**src/rtl/com_testx_sequencer.sv**
```systemverilog
// Test-enable sequencer: walks the selected test engines through CLR/RUN/GAP for a number of passes.
// Optional per-test watchdog is compiled in with COM_TESTX_SEQ_TIMEOUT_EN.
module com_testx_sequencer #(
    parameter int GAP_CYCLES = 4,
    parameter int TIMEOUT_W  = 16
) (
    input  logic                 clk,
    input  logic                 reset_n,
    input  logic                 seq_start,
    input  logic                 seq_abort,
    input  logic [3:0]           test_mask,
    input  logic [7:0]           loop_count,
    input  logic [TIMEOUT_W-1:0] timeout_cycles,
    input  logic [3:0]           test_done,
    output logic                 op_code_w_reset,
    output logic                 op_code_w_execute,
    output logic [3:0]           test_number,
    output logic                 seq_busy,
    output logic                 seq_done,
    output logic                 seq_error,
    output logic [7:0]           pass_count,
    output logic [7:0]           tests_run
);
    localparam int GW = $clog2(GAP_CYCLES + 1);

    typedef enum logic [2:0] {IDLE, CLR, RUN, GAP, ABORT, DONE} state_t;

    state_t        state, state_nxt;
    logic [3:0]    mask_q;
    logic [7:0]    loop_q;
    logic [1:0]    idx, idx_nxt;
    logic [GW-1:0] gap_cnt, gap_cnt_nxt;
    logic [7:0]    pass_nxt, tests_nxt;
    logic          err_nxt;
    logic [3:0]    above;
    logic          timeout_hit;
    logic          start_ok;

    function automatic logic [1:0] lowest(input logic [3:0] m);
        lowest = 2'd0;
        for (int i = 3; i >= 0; i--)
            if (m[i]) lowest = 2'(i);
    endfunction

    assign start_ok = (state == IDLE) && seq_start && !seq_abort;
    assign above    = mask_q & (4'b1110 << idx);

`ifdef COM_TESTX_SEQ_TIMEOUT_EN
    logic [TIMEOUT_W-1:0] tmo_q, wd_cnt;

    // wd_cnt reads 0 in the first RUN cycle, so expiry lands exactly tmo_q cycles into RUN
    always_ff @(posedge clk or negedge reset_n) begin
        if (!reset_n) begin
            tmo_q  <= '0;
            wd_cnt <= '0;
        end else begin
            if (start_ok) tmo_q <= timeout_cycles;
            wd_cnt <= (state == RUN) ? wd_cnt + 1'b1 : '0;
        end
    end

    assign timeout_hit = (state == RUN) && (tmo_q != '0) && (wd_cnt == tmo_q - 1'b1);
`else
    logic unused_timeout;
    assign unused_timeout = ^timeout_cycles;
    assign timeout_hit    = 1'b0;
`endif

    always_ff @(posedge clk or negedge reset_n) begin
        if (!reset_n) begin
            state   <= IDLE;
            mask_q  <= '0;
            loop_q  <= '0;
            idx     <= '0;
            gap_cnt <= '0;
        end else begin
            state   <= state_nxt;
            idx     <= idx_nxt;
            gap_cnt <= gap_cnt_nxt;
            if (start_ok) begin
                mask_q <= test_mask;
                loop_q <= loop_count;
            end
        end
    end

    always_comb begin
        state_nxt   = state;
        idx_nxt     = idx;
        gap_cnt_nxt = gap_cnt;
        pass_nxt    = pass_count;
        tests_nxt   = tests_run;
        err_nxt     = seq_error;
        case (state)
            IDLE: begin
                if (start_ok) begin
                    pass_nxt  = '0;
                    tests_nxt = '0;
                    err_nxt   = 1'b0;
                    if (test_mask != 4'h0) begin
                        idx_nxt   = lowest(test_mask);
                        state_nxt = CLR;
                    end else begin
                        state_nxt = DONE;
                    end
                end
            end
            CLR: state_nxt = seq_abort ? ABORT : RUN;
            RUN: begin
                if (seq_abort || timeout_hit) begin
                    state_nxt = ABORT;
                end else if (test_done[idx]) begin
                    tests_nxt   = (tests_run == 8'hFF) ? tests_run : tests_run + 8'd1;
                    gap_cnt_nxt = '0;
                    state_nxt   = GAP;
                end
            end
            GAP: begin
                if (seq_abort) begin
                    state_nxt = ABORT;
                end else if (gap_cnt == GW'(GAP_CYCLES - 1)) begin
                    if (|above) begin
                        idx_nxt   = lowest(above);
                        state_nxt = CLR;
                    end else begin
                        pass_nxt = pass_count + 8'd1;
                        if (loop_q != 8'd0 && pass_nxt == loop_q) begin
                            state_nxt = DONE;
                        end else begin
                            idx_nxt   = lowest(mask_q);
                            state_nxt = CLR;
                        end
                    end
                end else begin
                    gap_cnt_nxt = gap_cnt + 1'b1;
                end
            end
            // ABORT and DONE already end the sequence, so a late abort has nothing left to do
            ABORT:   state_nxt = DONE;
            DONE:    state_nxt = IDLE;
            default: state_nxt = IDLE;
        endcase
        if (state_nxt == ABORT) err_nxt = 1'b1;
    end

    // Outputs are registered from the next state so they line up with the state they describe
    always_ff @(posedge clk or negedge reset_n) begin
        if (!reset_n) begin
            op_code_w_reset   <= 1'b0;
            op_code_w_execute <= 1'b0;
            test_number       <= 4'h0;
            seq_busy          <= 1'b0;
            seq_done          <= 1'b0;
            seq_error         <= 1'b0;
            pass_count        <= 8'd0;
            tests_run         <= 8'd0;
        end else begin
            op_code_w_reset   <= (state_nxt == CLR) || (state_nxt == ABORT);
            op_code_w_execute <= (state_nxt == RUN);
            test_number       <= (state_nxt == CLR || state_nxt == RUN || state_nxt == GAP)
                                 ? (4'b0001 << idx_nxt) : 4'h0;
            seq_busy          <= (state_nxt != IDLE);
            seq_done          <= (state_nxt == DONE);
            seq_error         <= err_nxt;
            pass_count        <= pass_nxt;
            tests_run         <= tests_nxt;
        end
    end
endmodule

```
**config.mk**
```make
export PLATFORM = sky130hd
export DESIGN_NAME = com_testx_sequencer
export DESIGN_NICKNAME = d
export VERILOG_FILES = /design/src/rtl/com_testx_sequencer.sv
export SDC_FILE = /design/constraint.sdc
export NUM_CORES = 1
export LEC_CHECK = 0
export ABC_AREA = 1
export CAP_MARGIN = 5
export CORE_MARGIN = 2
export CORE_UTILIZATION = 30
export DETAILED_ROUTE_END_ITERATION = 7
export HOLD_SLACK_MARGIN = 0.08
export PLACE_DENSITY = 0.55
export SLEW_MARGIN = 20
export SYNTH_ARGS = -nofsm -noshare
export SYNTH_HDL_FRONTEND = slang
export SYNTH_SLANG_ARGS = --single-unit
```
**constraint.sdc**
```tcl
create_clock -name clk -period 2 [get_ports clk]
set_input_delay 0.4 -clock clk [delete_from_list [all_inputs] [get_ports clk]]
set_output_delay 0.4 -clock clk [all_outputs]
set_load 0.1 [all_outputs]
```
==> key figures <==
Cells and area
  – Util after Layout: 0.433
  – Final nets: 453
  – Share of layout cells above drive strength 1: 0.343
  – Fin area: between 3000 and 4000 um2
  – Area Overhead vs Synth: 39.9%
  – ANT cells: 0

Setup path
  – Worst stage delay on the critical path: approximately 0.5 ns
  – Critical Path RT: about 2.2 ns
  – Worst-path cell chain: ha_4 -> inv_2 -> nand2_1 -> nand2_1 -> nor2_1 -> nand2_1 -> nor2_4 -> nand2_2 -> nor2_4 -> nand3_4 -> nand2_1 -> nand3_1 -> nand2_1 -> nand2_1 -> nand2_1 -> nand2_2 -> nand2_2 -> nor2_1
  – Peak fanout along the critical path: 3
  – WP data arrival: 2.27 ns
  – CP startpoint kind: flip-flop
  – Setup crit end kind: flip-flop
  – Slowest-stage cell, CP: dfrtp_4
  – CP bufs+invs: 1
  – Delay-heaviest family, CP: simple AND/OR/NAND/NOR gates
  – Most Frequent Cell on Critical Path: nand2_1
  – Critical setup path kind: reg2reg

Floorplanning
  – Initial Util: 0.309
  – Die outline area: ~9000 um2
  – Core outline area: about 8000 um2
  – Standard-cell rows: 33
  – Die height: 96.0 um
  – Die width: between 90 and 100 um
  – Top Ports: a little over 60

STA
  – Fmax: just under 500 MHz
  – Relative slew slack: 0.572
  – Final worst path period need: around 2.1 ns
  – Setup Skew: 0.0113 ns
  – Hold Vio Cnt, Final: 0
  – Slew Limit Fails: 0
  – RSZ-0062 raised after global routing: yes
  – Worst-margin pin slew: roughly 0.64 ns
  – # setup viols final: 5
  – Final Cycle Share: 1.04
  – Worst setup margin: -0.0826 ns

Clock tree
  – Max clock buf depth: 2
  – CTS Buf Count: 5
  – H-tree depth: 2
  – CTS sink count: 45
  – Clk_lat worst skew: approximately 0.30 ns
  – Clock root buffer: clkbuf_8
  – CTS clock-pin slew for the worst setup and hold paths: 0.09 ns
  – TritonCTS clock tree: done
  – Hold_buf cts: 0

Placed design
  – I/O Buffers: between 40 and 50
  – GPL Wtd Cong: approximately 0.85
  – Placed Area: between 3000 and 4000 um2
  – Post-DP HPWL: 4860 um

Run status
  – Status: complete, but fails checks
  – Failing checks: setup timing

Detailed routing
  – Routed len/inst: 11.9 um
  – Initial DRC Count: 95
  – DRC Markers: 0
  – Via count: 2360
  – Post-DRT Antenna Nets: 0
  – Vias per std cell: 4.55
  – TritonRoute pass-1 iters: 7
  – Total Routed Length: between 6000 and 7000 um

Yosys
  – Compound-gate portion of the synthesized area: 0.110
  – Synth area leader: dfrtp_1
  – Area share of the largest cell type after synthesis: 0.443
  – Syn Inst Count: 332
  – Simple-Gate Fraction of Synth Area: 0.353
  – Synth unique cells: 28
  – Cell area after synthesis: approximately 2500 um2
  – Largest family of logic cells by synthesized area: simple AND/OR/NAND/NOR gates
  – Top post-synthesis cells by area: dfrtp_1 (44%), nand2_1 (12%), inv_1 (5.9%), nand3_1 (4.7%), o21ai_0 (4.5%)
  – Warnings, synthesis: 0
  – Yosys reg bits: 45
  – Share of the yosys chip area belonging to registers: 0.443
  – Synth Area in XOR/XNOR: 0
  – Syn Nets: 372
  – Syn Area/Cell: 7.65 um2
  – Mux cell area share after synthesis: 0
  – Post-Synth Adder-Cell Area: 0.0197

Power and ir drop
  – P_leak: 1.67 nW
  – Peak VDD IR: 0.904 mV
  – Pwr/cell area: 1280 nW/um2

GRT
  – First-pass GRT wire length: approximately 10000 um
  – Overflow after GRT: 0
  – Initial antenna violation count: 0
  – Largest net degree at the start of global routing: 27
  – Total Routing Usage GR: 0.143
  – Vias in the first global route: between 2000 and 2500

Hold path
  – Min-Delay Path Class: in2async

Job
  – Max-cap violations: 0
where the power goes:
| part | internal [mW] | total, mW | switching (mW) |
|---|---|---|---|
| Combinational | 0.908 | 2.65 | 1.74 |
| Clock | 0.243 | 0.552 | 0.309 |
| Sequential | 1.17 | 1.34 | 0.168 |
| Total | 2.32 | 4.54 | 2.22 |
synthesized netlist by cell type:
cell type	number
a21oi_1	10
nor3_1	9
nand4_1	6
nor2_4	4
nor2_1	25
nand2_2	16
o211ai_2	1
nand2_4	1
o21ai_0	23
clkbuf_1	2
nand3_2	2
o21ai_1	3
o2111ai_1	1
nor3_4	2
buf_2	1
dfrtp_1	45
a211oi_1	1
nor3_2	2
and3_1	1
ha_1	4
o21ai_2	2
nor2_2	8
inv_2	7
nand2_1	84
a221oi_1	1
nand3_1	24
o22ai_1	7
inv_1	40
cells by family after synthesis:
| logic type | count (synthesis) |
|---|---|
| flops | 45 |
| fa+ha+maj | 4 |
| simple gates | 184 |
| compound gates | 49 |
| buf+inv | 50 |
final cells by class:
cell class	instances	area, um2
Sequential cell	45	1150
Timing Repair Buffer	77	708
Fill cell	804	4660
Clock inverter	2	10.0
Tap cell	105	131
Inverter	47	176
Clock buffer	6	72.6
Multi-Input combinational cell	237	1300
what timing repair did:
action / in CTS / in global routing
endpoints found under the setup margin: 7 / 21
buffers inserted: 0 / 5
pin swaps: 5 / 10
gates resized for setup: 3 / 15
endpoints found under the hold margin: 0 / 0
registers in the layout (all words and copies together) (netlist names):
signal	count
pass_count	8
tests_run	8
loop_q	8
idx	2
state	3
op_code_w_execute	1
gap_cnt	3
op_code_w_reset	1
mask_q	4
seq_busy	1
seq_error	1
seq_done	1
test_number	4
final timing paths:
check | end | cells after the start | startpoint | slack (ns)
max in group asynchronous | idx[0]$_DFF_PN0_ | 2 | reset_n | 1.35
max | test_number[1]$_DFF_PN0_ | 18 | pass_count[0]$_DFFE_PN0P_ | -0.08
min reg2reg | gap_cnt[1]$_DFFE_PN0P_ | 2 | gap_cnt[1]$_DFFE_PN0P_ | 0.49
max reg2reg | test_number[1]$_DFF_PN0_ | 18 | pass_count[0]$_DFFE_PN0P_ | -0.08
min | tests_run[5]$_DFFE_PN0P_ | 1 | reset_n | 0.12
min in group clk | gap_cnt[1]$_DFFE_PN0P_ | 2 | gap_cnt[1]$_DFFE_PN0P_ | 0.49
layer usage:
layer | vias up | GRT usage | wire [um]
li1 | 1241 | - | -
met1 | 1069 | 0.194 | 2850
met2 | 43 | 0.234 | 3100
met3 | 7 | 0.0258 | 192
met4 | 0 | 0.0417 | 57
met5 | - | 0 | 0
worst reg2reg max path: stages, from the launching register on:
cell	delay (ns)
dfrtp_4	0.50
ha_4	0.28
inv_2	0.03
nand2_1	0.04
nand2_1	0.04
nor2_1	0.11
nand2_1	0.10
nor2_4	0.09
nand2_2	0.06
nor2_4	0.13
nand3_4	0.09
nand2_1	0.07
nand3_1	0.06
nand2_1	0.05
nand2_1	0.04
nand2_1	0.07
nand2_2	0.08
nand2_2	0.08
nor2_1	0.05
cell usage in the layout (no fill, tap or decap), types with 7 or more instances in the layout:
| master | n |
|---|---|
| buf_4 | 51 |
| dfrtp_1 | 29 |
| nor2_2 | 8 |
| nand2_2 | 19 |
| nand3_1 | 22 |
| inv_1 | 36 |
| clkdlybuf4s50_1 | 18 |
| nand2_1 | 80 |
| nor3_1 | 8 |
| dfrtp_2 | 13 |
| inv_2 | 11 |
| a21oi_1 | 8 |
| o21ai_0 | 23 |
| nor2_1 | 25 |
| buf_12 | 7 |
through the flow:
step	hold WS [ns]	power (mW)	instances	setup slack (ns)	setup TNS, ns
floorplan	0.104	3.03	332	-0.0850	-0.383
global placement	0.463	3.81	507	-0.0798	-0.800
detailed placement	0.465	3.84	507	-0.116	-1.13
CTS	0.144	4.41	514	-0.102	-0.442
global route	0.162	4.89	519	-0.259	-1.64
finish	0.120	4.54	519	-0.0826	-0.344
No activity file was read; power rests on OpenSTA's default activity.
